--- config.mk ---
export PLATFORM = sky130hd
export DESIGN_NAME = i2s_rx
export DESIGN_NICKNAME = d
export VERILOG_FILES = /design/src/rtl/i2s_rx.sv
export SDC_FILE = /design/constraint.sdc
export NUM_CORES = 1
export LEC_CHECK = 0
export ABC_AREA = 1
export ABC_CLOCK_PERIOD_IN_PS = 5200
export CORE_MARGIN = 4
export CORE_UTILIZATION = 25
export CTS_BUF_LIST = sky130_fd_sc_hd__clkbuf_8
export CTS_CLUSTER_DIAMETER = 30
export DETAILED_ROUTE_END_ITERATION = 10
export PLACE_DENSITY = 0.44
export SETUP_SLACK_MARGIN = 0.1
export SYNTH_ARGS = -nofsm -noshare
export SYNTH_HDL_FRONTEND = slang
export SYNTH_SLANG_ARGS = --single-unit
export TNS_END_PERCENT = 20
--- constraint.sdc ---
create_clock -name CLK -period 5.2 [get_ports CLK]
set_input_delay 1.04 -clock CLK [delete_from_list [all_inputs] [get_ports CLK]]
set_output_delay 1.04 -clock CLK [all_outputs]
set_load 0.01 [all_outputs]
--- src/rtl/i2s_rx.sv ---
// I2S slave receiver: oversamples an external bit clock, assembles left/right
// words MSB-first and hands complete stereo pairs out on a valid/ready port.
module i2s_rx #(
    parameter int DATA_WIDTH = 16
) (
    input  logic                  CLK,
    input  logic                  Reset,
    input  logic                  I2S_CLK,
    input  logic                  I2S_WS,
    input  logic                  I2S_DATA,
    input  logic                  Enable,
    output logic [DATA_WIDTH-1:0] SampleLeft,
    output logic [DATA_WIDTH-1:0] SampleRight,
    output logic                  SampleValid,
    input  logic                  SampleReady,
    output logic                  Overrun,
    input  logic                  OverrunClear
);
    localparam int CW = $clog2(DATA_WIDTH + 1);

    typedef enum logic [1:0] {S_DISABLED, S_ALIGN, S_RUN} state_t;

    state_t                r_state, w_state_nxt;
    logic [2:0]            r_clk_s;
    logic [1:0]            r_ws_s, r_dat_s;
    logic                  r_ws_d;
    logic [CW-1:0]         r_cnt;
    logic [DATA_WIDTH-1:0] r_shreg, r_left, r_pair_l, r_pair_r, r_out_l, r_out_r;
    logic                  r_left_pend, r_pair_stb, r_valid, r_overrun;

    logic                  w_edge, w_ws, w_bit, w_track, w_done, w_sat;
    logic                  w_latch_left, w_pair, w_accept, w_ovr_set;
    logic [CW-1:0]         w_pos;
    logic [DATA_WIDTH-1:0] w_word;

    assign w_edge  = r_clk_s[1] & ~r_clk_s[2];
    assign w_ws    = r_ws_s[1];
    assign w_bit   = r_dat_s[1];
    assign w_track = Enable && (r_state != S_DISABLED);
    assign w_done  = w_edge && (w_ws != r_ws_d);
    assign w_sat   = (r_cnt >= CW'(DATA_WIDTH));
    assign w_pos   = CW'(DATA_WIDTH - 1) - r_cnt;
    // Word including the bit on the current edge; slot bits past DATA_WIDTH are ignored.
    assign w_word  = w_sat ? r_shreg
                           : (r_shreg | ({{(DATA_WIDTH-1){1'b0}}, w_bit} << w_pos));

    always_ff @(posedge CLK or posedge Reset) begin
        if (Reset) begin
            r_clk_s <= '0;
            r_ws_s  <= '0;
            r_dat_s <= '0;
            r_ws_d  <= 1'b0;
            r_cnt   <= '0;
            r_shreg <= '0;
        end else begin
            r_clk_s <= {r_clk_s[1:0], I2S_CLK};
            r_ws_s  <= {r_ws_s[0], I2S_WS};
            r_dat_s <= {r_dat_s[0], I2S_DATA};
            if (w_edge)
                r_ws_d <= w_ws;
            if (!w_track) begin
                r_cnt   <= '0;
                r_shreg <= '0;
            end else if (w_edge) begin
                if (w_done) begin
                    r_cnt   <= '0;
                    r_shreg <= '0;
                end else if (!w_sat) begin
                    r_cnt   <= r_cnt + CW'(1);
                    r_shreg <= w_word;
                end
            end
        end
    end

    always_ff @(posedge CLK or posedge Reset) begin
        if (Reset) r_state <= S_DISABLED;
        else       r_state <= w_state_nxt;
    end

    // A completing word belongs to the channel of the previous WS (one-bit I2S delay).
    always_comb begin
        w_state_nxt  = r_state;
        w_latch_left = 1'b0;
        w_pair       = 1'b0;
        if (!Enable) begin
            w_state_nxt = S_DISABLED;
        end else begin
            case (r_state)
                S_DISABLED: w_state_nxt = S_ALIGN;
                S_ALIGN:    if (w_done && r_ws_d) w_state_nxt = S_RUN;
                S_RUN: begin
                    w_latch_left = w_done && !r_ws_d;
                    w_pair       = w_done && r_ws_d && r_left_pend;
                end
                default:    w_state_nxt = S_DISABLED;
            endcase
        end
    end

    always_ff @(posedge CLK or posedge Reset) begin
        if (Reset) begin
            r_left      <= '0;
            r_left_pend <= 1'b0;
            r_pair_l    <= '0;
            r_pair_r    <= '0;
            r_pair_stb  <= 1'b0;
        end else begin
            r_pair_stb <= w_pair;
            if (!Enable) begin
                r_left_pend <= 1'b0;
            end else if (w_latch_left) begin
                r_left      <= w_word;
                r_left_pend <= 1'b1;
            end else if (w_pair) begin
                r_pair_l    <= r_left;
                r_pair_r    <= w_word;
                r_left_pend <= 1'b0;
            end
        end
    end

    assign w_accept  = r_valid && SampleReady;
    assign w_ovr_set = Enable && r_pair_stb && r_valid && !SampleReady;

    always_ff @(posedge CLK or posedge Reset) begin
        if (Reset) begin
            r_out_l   <= '0;
            r_out_r   <= '0;
            r_valid   <= 1'b0;
            r_overrun <= 1'b0;
        end else begin
            if (!Enable) begin
                r_valid <= 1'b0;
            end else if (r_pair_stb) begin
                // Load only if the slot is free or being emptied this cycle.
                if (!r_valid || SampleReady) begin
                    r_out_l <= r_pair_l;
                    r_out_r <= r_pair_r;
                    r_valid <= 1'b1;
                end
            end else if (w_accept) begin
                r_valid <= 1'b0;
            end
            if (w_ovr_set)         r_overrun <= 1'b1;
            else if (OverrunClear) r_overrun <= 1'b0;
        end
    end

    assign SampleLeft  = r_out_l;
    assign SampleRight = r_out_r;
    assign SampleValid = r_valid;
    assign Overrun     = r_overrun;
endmodule

==> results of run 1 <==
-- stage by stage --
step / hold WS, ns / power (mW)
2_1_floorplan: 0.3312 / 0.9567
3_3_place_gp: 0.3380 / 0.9744
3_5_place_dp: 0.3381 / 0.9756
4_1_cts: 0.3554 / 1.931
5_1_grt: 0.3669 / 1.980
6_report: 0.3517 / 1.895
-- where the power goes --
group          switching, mW  internal, mW
combinational         0.0405        0.0126
sequential           0.00416         0.899
clock                  0.377         0.562
total                  0.422          1.47
-- flip-flops by register name (all words and copies together), names as in the netlist --
register     count
SampleLeft      16
r_pair_l        16
r_pair_stb       1
r_clk_s          3
r_dat_s          2
r_shreg         16
r_pair_r        16
r_left_pend      1
Overrun          1
r_state          2
r_ws_d           1
r_left          16
SampleRight     16
r_ws_s           2
r_cnt            5
SampleValid      1
-- metal layers --
layer  GRT usage (%)  up-vias  wire [um]
li1                -     1839          -
met4           3.914        0        119
met5               0        -          0
met2           17.05       54       4966
met3           3.516       11        431
met1           15.13     1719       5508
-- kinds of logic (layout without fill, tap and decap cells) --
group	Yosys count	in the layout
AND/OR/NAND/NOR	368	368
adder cells (fa/ha/maj)	1	1
flip-flops	115	115
AO/OA/AOI/OAI	12	12
buffers and inverters	73	127
-- area by class of cell --
class	instances	area, um^2
clock buffers	20	275.3
well taps	260	325.3
clock inverters	12	177.7
repair buffers	45	440.4
fillers	2027	12920
flip-flops and latches	115	2878
multi-input cells	381	1622
inverters	50	191.4
-- critical path, cell delays in order --
cell             delay, ns
clkdlybuf4s50_1       0.67
nand2_1               0.11
inv_1                 0.08
buf_4                 0.29
nand2_1               0.67
nand2_1               0.25
nand2_1               0.07
-- how the worst max path moves through the flow --
stage	endpoint	slack, ns	cells past startpoint
after floorplan	Overrun$_DFFE_PP0P_	1.12	1
after CTS	SampleLeft[2]$_DFFE_PP0P_	2.32	7
final	SampleLeft[2]$_DFFE_PP0P_	2.32	7
after global routing	SampleRight[1]$_DFFE_PP0P_	2.07	7
after detailed placement	SampleRight[9]$_DFFE_PP0P_	1.84	7
after global placement	SampleRight[11]$_DFFE_PP0P_	1.91	7
-- placed cells by master, fill, tap and decap left out, drive strengths merged --
cell / instances
clkinvlp: 3
nand3: 67
nor2: 34
inv: 52
clkdlybuf4s50: 41
nand4: 4
dfrtp: 115
a21oi: 10
o22ai: 1
clkinv: 3
clkbuf: 20
buf: 4
ha: 1
nor3: 1
o21ai: 1
nand2: 262
bufinv: 4
==> impl_results.md, run 1 <==
* Post-CTS Setup Bufs at 0
* Die Area at 21610 um^2
* Num rows at 50
* R2R depth at 7
* H-tree levels at 4
* Post-Place Cell Area at 5456 um^2
* FMAX at roughly 350 MHz
* Final Hold Fails at 0
* Setup CP Type: in2reg
* Routed Antenna Nets at 0
* Detailed-route DRC error count at 0
* GRT overflow at 0
* Hold Path Origin: r_clk_s[0]$_DFF_PP0_
* Yosys warns at 0
* Hold endpoint: r_clk_s[1]$_DFF_PP0_
* Ant diodes at 0
* Simple logic cell fraction of the synthesized area at 31.81%
* Unique cell type count in the Yosys netlist at 25
* Util after Layout at about a third
* Synth Instances at about 570
* Post-Synthesis Cell Area at approximately 4800 um^2
* Synth Area in Adders at less than 1%
* Critical path startpoint category: input pin
* CP endpoint kind: register
* Seq/Total Area, Yosys at 59.57%
* CP max FO at 33
* WL final at 11.03 mm
* Slew Viols, Final at 0
* Leak at between 3 and 4 nW
* Rel. slew slack at between 30% and 40%
* R2R Path End: r_pair_r[2]$_DFFE_PP0P_
* Hold_buf cts at 0
* Top cell type by total area after synthesis: dfrtp_1
* Most common cell in the netlist: nand2_1
* Area delta synth->final at 22.33%
* CTS root buffer: clkbuf_8
* Clk sinks at ~120
* Post-Synth XOR/XNOR Area at 0%
* Status: finished, final reports clean
* Share of cells above drive strength 1 at under 10%
* Die Span X at 147.0 um
* CTS Buf Count at 17
* Final Cycle Share at 55.35%
* Cell area power density at 320.7 nW/um^2
* Most instantiated cells after synthesis: nand2_1 (254), dfrtp_1 (115), nand3_1 (65)
* Via count at ~3600
* Setup TNS at 0 ns
* Setup Skew at between 0.01 and 0.015 ns
* Synth top area cells: dfrtp_1 (60%), nand2_1 (20%), nand3_1 (6.7%)
* Pin count of the biggest net entering global routing at 47
* Asr flop ratio synth at 100.0%
* First-pass GRT wire length at a little under 20 mm
* Max clock buf depth at 2
* Worst r2r src: r_clk_s[2]$_DFF_PP0_
* Main combinational cell family by area after synthesis: simple AND/OR/NAND/NOR gates
* Worst-path clk slew at ~0.07 ns
* Synth Register Bits at ~120
* Vias in the first global route at ~3700
* Ys flop type: dfrtp_1
* Dpl hpwl at approximately 7.5 mm
* RSZ-0062 raised after global routing: false
* Setup violators final at 0
* First-pass DRT Iterations at 4
* Via density at slightly above 4
* Mux cell area share after synthesis at 0%
* Setup WS post-layout at approximately 2.3 ns
* Compound-cell area share of the yosys netlist at under 10%
* Final Critical Period at about 2.9 ns
* Post-synth EDFFs at 0
* IO Count at 42
* Initial Utilization at between 20 and 30%
* Core box area at between 15000 and 20000 um^2
* R2r setup slk at between 3 and 4 ns
* GRT Overall Usage at between 10 and 15%
* Initial antenna violation count at 0
* Fin cells at approximately 900
* Hold Path Stages at 0
* # nets final at around 620
* CP startpoint: Enable
* PortBufs at a little over 40
* Worst-margin pin slew at ~1 ns
* Min-Delay Path Class: reg2reg
* Initial drt markers at 209
* Syn_area_per_cell at about 8.5 um^2
* Max cap viols at 0
* Clock Latency Late Sink at 0.43 ns
* Post-CTS resize count at 0
* Detailed-route wire length per cell at 12.49 um
* Max VDD drop at 0.0001477 V
* Synth top area share at slightly below 60%
* Critical path arrival at between 3 and 4 ns
* Inst Count DP at between 800 and 900
* Worst slack, placed at 1.843 ns
* Synthesized net count at 578
* RePlAce Congestion at around 0.73
* Critical Path RT at around 5.5 ns
* Final Cell Area at 5909 um^2
* Die height at around 150 um
* TritonCTS clock tree: done
Power figures use the tool's default switching activity.
==> inputs of run 2 (changes only) <==
--- a/config.mk
+++ b/config.mk
@@ -6,7 +6,7 @@
 export NUM_CORES = 1
 export LEC_CHECK = 0
 export ABC_AREA = 1
-export ABC_CLOCK_PERIOD_IN_PS = 5200
+export ABC_CLOCK_PERIOD_IN_PS = 2900
 export CORE_MARGIN = 4
 export CORE_UTILIZATION = 25
 export CTS_BUF_LIST = sky130_fd_sc_hd__clkbuf_8
==> constraint.sdc (replaced) <==
create_clock -name CLK -period 2.9 [get_ports CLK]
set_input_delay 0.58 -clock CLK [delete_from_list [all_inputs] [get_ports CLK]]
set_output_delay 0.58 -clock CLK [all_outputs]
set_load 0.01 [all_outputs]
==> impl_results.md, run 2 (synthesized netlist as in run 1, its figures left out) <==
* CP max stage cell: clkdlybuf4s50_1
* Max VDD drop at 0.0002435 V
* Final Hold Fails at 0
* Critical path arrival at 1.35 ns
* Crit-path leading delay family: buffers and inverters
* CP max FO at 2
* H-tree levels at 4
* Initial Utilization at 25.65%
* Setup violators final at 0
* Via density at 4.169
* Clock Latency Late Sink at about 0.43 ns
* Critical Path RT at roughly 2.3 ns
* CP Depth at 1
* Routed Antenna Nets at 0
* Worst r2r src: r_clk_s[2]$_DFF_PP0_
* Hold Path Stages at 0
* WL final at ~11 mm
* Most common cell after layout, fill and taps aside: nand2_1
* Via count at ~3700
* Max cap viols at 0
* WP buf/inv at 1
* Initial drt markers at 231
* Share of cells above drive strength 1 at 9.091%
* Detailed-route wire length per cell at between 10 and 15 um
* Worst-path clk slew at 0.07 ns
* Met1 WL at approximately 5.3 mm
* Worst-margin pin slew at between 0.6 and 0.7 ns
* Vias in the first global route at approximately 3700
* Initial antenna violation count at 0
* CTS root buffer: clkbuf_8
* R2R Path End: r_pair_r[13]$_DFFE_PP0P_
* Core box area at between 15000 and 20000 um^2
* Critical path startpoint category: register
* CP startpoint: SampleRight[8]$_DFFE_PP0P_
* Die Span X at between 100 and 150 um
* IO Count at between 40 and 50
* Ant diodes at 0
* Pin count of the biggest net entering global routing at 41
* GRT overflow at 0
* Post-CTS Setup Bufs at 0
* CTS Buf Count at 17
* Worst Setup EP: SampleRight[8]
* TritonCTS clock tree: done
* Most frequent cells in the layout: nand2_1 (254), dfrtp_1 (115), nand3_1 (65)
* Setup Skew at approximately 0.0085 ns
* Min-Delay Path Class: reg2reg
* R2R depth at 8
* Setup TNS at 0 ns
* # nets final at 623
* FMAX at between 500 and 600 MHz
* Setup CP Type: reg2out
* Final Critical Period at ~1.9 ns
* Die Area at around 22000 um^2
* Leak at ~3.1 nW
* CP endpoint kind: output port
* RSZ-0062 raised after global routing: false
* First-pass GRT wire length at approximately 19 mm
* Max layer used: met4
* PnR Total Power at a little over 3 mW
* Final Cycle Share at 66.67%
* First-pass DRT Iterations at 4
* GRT Overall Usage at 10.76%
* Dpl hpwl at approximately 7.5 mm
* CP Cell Sequence: clkdlybuf4s50_1
* Die height at ~150 um
* Num rows at 50
* Slew Viols, Final at 0
* Rel. slew slack at a little under 60%
* PortBufs at 41
* Clk sinks at between 100 and 150
* Met3 wire len at about 480 um
* Detailed-route DRC error count at 0
* Cell area power density at roughly 530 nW/um^2
* Area delta synth->final at 21.70%
* R2r setup slk at 1.21 ns
* Post-CTS resize count at 0
* Wire length on met2 at roughly 5.0 mm
* Hold_buf cts at 0
* RePlAce Congestion at 0.7714
* CP peak stage delay at ~0.55 ns
* Max clock buf depth at 2
* Status: finished, final reports clean
run 2: cell types whose count changed in the layout (fill, tap and decap cells not counted):
cell        change
buf_12          +2
buf_4           +2
bufinv_16       -3
clkinv_2        +3
clkinv_4        -1
clkinvlp_4      +2
inv_1           +2
inv_4           -1
inv_6           -2
run 2: final cells by class:
class / count / area (um^2)
Inverter: 50 / 192.7
Clock inverter: 12 / 91.34
Sequential cell: 115 / 2878
Tap cell: 260 / 325.3
Timing Repair Buffer: 49 / 495.5
Fill cell: 2022 / 12950
Multi-Input combinational cell: 381 / 1622
Clock buffer: 20 / 275.3
run 2: how the worst min path moves through the flow:
stage                               startpoint              endpoint  slack [ns]
final                     r_clk_s[0]$_DFF_PP0_  r_clk_s[1]$_DFF_PP0_        0.35
after detailed placement  r_clk_s[0]$_DFF_PP0_  r_clk_s[1]$_DFF_PP0_        0.34
after global placement    r_clk_s[0]$_DFF_PP0_  r_clk_s[1]$_DFF_PP0_        0.33
after global routing      r_clk_s[0]$_DFF_PP0_  r_clk_s[1]$_DFF_PP0_        0.35
after floorplan           r_clk_s[0]$_DFF_PP0_  r_clk_s[1]$_DFF_PP0_        0.33
after CTS                 r_clk_s[0]$_DFF_PP0_  r_clk_s[1]$_DFF_PP0_        0.35
run 2: through the flow:
stage	utilization (%)	std cells	setup WS [ns]	hold WS [ns]	instance area (um^2)
detailed placement	29.28	855	0.5973	0.3356	5513
global placement	29.28	855	0.6298	0.3329	5513
floorplan	-	569	0.9206	0.3312	4835
global route	31.22	887	0.9001	0.3475	5879
CTS	31.22	887	0.9292	0.3484	5879
finish	31.22	887	0.9665	0.3468	5879
run 2: where the power goes:
part	internal, mW	switching, mW	leakage [nW]
Combinational	0.0282	0.0731	1.30
Sequential	1.61	0.00713	1.59
Clock	0.728	0.646	0.190
run 2: layer usage:
metal	up-vias	track usage [%]
met3	10	3.362
met1	1772	14.35
met5	-	0
met4	0	3.774
li1	1850	-
met2	66	16.57
==> inputs of run 3 (changes only) <==
--- a/config.mk
+++ b/config.mk
@@ -6,13 +6,13 @@
 export NUM_CORES = 1
 export LEC_CHECK = 0
 export ABC_AREA = 1
-export ABC_CLOCK_PERIOD_IN_PS = 2900
+export ABC_CLOCK_PERIOD_IN_PS = 1600
 export CORE_MARGIN = 4
 export CORE_UTILIZATION = 25
 export CTS_BUF_LIST = sky130_fd_sc_hd__clkbuf_8
 export CTS_CLUSTER_DIAMETER = 30
 export DETAILED_ROUTE_END_ITERATION = 10
-export PLACE_DENSITY = 0.44
+export PLACE_DENSITY = 0.45
 export SETUP_SLACK_MARGIN = 0.1
 export SYNTH_ARGS = -nofsm -noshare
 export SYNTH_HDL_FRONTEND = slang
==> constraint.sdc (replaced) <==
create_clock -name CLK -period 1.6 [get_ports CLK]
set_input_delay 0.32 -clock CLK [delete_from_list [all_inputs] [get_ports CLK]]
set_output_delay 0.32 -clock CLK [all_outputs]
set_load 0.01 [all_outputs]
==> impl_results.md, run 3 (synthesized netlist as in run 1, its figures left out) <==
* CP peak stage delay at between 0.3 and 0.4 ns
* Setup WS post-layout at around 0.17 ns
* FF/Latch Area at 2879 um^2
* Via count at roughly 3700
* Cell area power density at about 960 nW/um^2
* Crit-path leading delay family: flip-flops
* Critical Path RT at between 1 and 1.5 ns
* CP Cell Sequence: dlygate4sd2_1
* Initial Utilization at between 20% and 30%
* GRT overflow at 0
* Die Span X at between 100 and 150 um
* IO Count at 42
* Clock Latency Late Sink at roughly 0.43 ns
* Die Area at between 20000 and 25000 um^2
* Final Hold Fails at 0
* Share of cells above drive strength 1 at 9.984%
* TritonCTS clock tree: done
* FMAX at approximately 700 MHz
* Setup TNS at 0 ns
* Pin count of the biggest net entering global routing at a little under 80
* Hold_buf cts at 0
* Detailed-route DRC error count at 0
* Post-CTS Setup Bufs at 0
* Worst-margin pin slew at 0.4521 ns
* Footprint of the multi-input gates at 1622 um^2
* CP endpoint kind: output port
* Leak at 3.305 nW
* Min-Delay Path Class: in2reg
* R2r setup slk at 0.20 ns
* Status: finished, final reports clean
* WP buf/inv at 1
* Max cap viols at 0
* CP max stage cell: dfrtp_1
* Critical path startpoint category: register
* Via density at around 4.1
* WL final at approximately 11 mm
* First-pass DRT Iterations at 4
* Detailed-route wire length per cell at roughly 12 um
* Vias in the first global route at roughly 3700
* Setup violators final at 0
* Final Cycle Share at 89.33%
* Max VDD drop at approximately 0.00047 V
* CP max FO at 2
* RePlAce Congestion at between 0.7 and 0.8
* Routed Antenna Nets at 0
* Slew Viols, Final at 0
* Setup Skew at ~0.0078 ns
* Clk sinks at 115
* Initial antenna violation count at 0
* Fillers at 1971
* Worst slack, placed at -0.07275 ns
* # nets final at 631
* Core box area at roughly 19000 um^2
* GRT Overall Usage at about 11%
* Final Critical Period at between 1 and 1.5 ns
* Critical path arrival at ~1.1 ns
* RSZ-0062 raised after global routing: true
* Most common cell after layout, fill and taps aside: nand2_1
* Max clock buf depth at 2
* Initial drt markers at 201
* Ant diodes at 0
* Setup CP Type: reg2out
* CTS Buf Count at 17
* Num rows at 50
* Area delta synth->final at 23.28%
* Rel. slew slack at roughly 70%
* H-tree levels at 4
* Worst-path clk slew at ~0.070 ns
* CTS root buffer: clkbuf_8
* First-pass GRT wire length at approximately 19 mm
* PortBufs at roughly 40
* Most frequent cells in the layout: nand2_1 (254), dfrtp_1 (114), nand3_1 (65)
* Die height at 147.0 um
* Dpl hpwl at approximately 7.5 mm
* WHS at around 0.33 ns
-- run 3: timing repair --
action | 4_1_cts | 5_1_grt
gates resized for setup | 34 | 1
pin swaps | 0 | 0
gates cloned | 0 | 0
endpoints found under the setup margin | 34 | 15
-- run 3: worst register-to-register path: cells and delay by family (launching register included) --
family                 cells  cell delay, ns
buffers and inverters      2            0.25
AND/OR/NAND/NOR            5            0.65
flip-flops                 1            0.38
-- run 3: worst paths after layout --
check | startpoint | depth (start not counted) | endpoint
min in group asynchronous | Reset | 3 | SampleLeft[11]$_DFFE_PP0P_
max in group asynchronous | Reset | 3 | r_cnt[2]$_DFFE_PP0P_
setup reg to reg | r_clk_s[2]$_DFF_PP0_ | 7 | r_cnt[3]$_DFFE_PP0P_
setup / recovery | SampleLeft[11]$_DFFE_PP0P_ | 1 | SampleLeft[11]
hold / removal | I2S_CLK | 1 | r_clk_s[0]$_DFF_PP0_
hold reg to reg | r_ws_s[0]$_DFF_PP0_ | 0 | r_ws_s[1]$_DFF_PP0_
-- run 3: final cells by class --
class,count,share of cell area (%)
Inverter,50,3.235
Sequential cell,115,48.34
Clock inverter,7,1.429
Multi-Input combinational cell,381,27.23
Timing Repair Buffer,57,9.454
Clock buffer,21,4.853
Tap cell,260,5.462
-- run 3: metal layers --
metal	vias up	GRT usage (%)	share of wire (%)
li1	1852	-	-
met1	1752	14.13	48
met2	64	17.54	47
met3	16	3.054	3.6
met4	0	4.753	1.8
met5	-	0	0
-- run 3: stage by stage --
| step | total power, mW | cell area [um^2] | instances | utilization, % |
|---|---|---|---|---|
| 6_report | 5.726 | 5956 | 891 | 31.63 |
| 5_1_grt | 5.965 | 5956 | 891 | 31.63 |
| 4_1_cts | 5.821 | 5954 | 891 | 31.62 |
| 3_5_place_dp | 3.191 | 5623 | 863 | 29.86 |
| 3_3_place_gp | 3.186 | 5623 | 863 | 29.86 |
| 2_1_floorplan | 3.110 | 4835 | 569 | - |
-- run 3: where the power goes --
part	switching (mW)	leakage (nW)	internal (mW)	total [mW]
Combinational	0.136	1.52	0.0584	0.195
Sequential	0.0130	1.58	2.92	2.94
Clock	1.10	0.198	1.50	2.59
Total	1.25	3.30	4.48	5.73
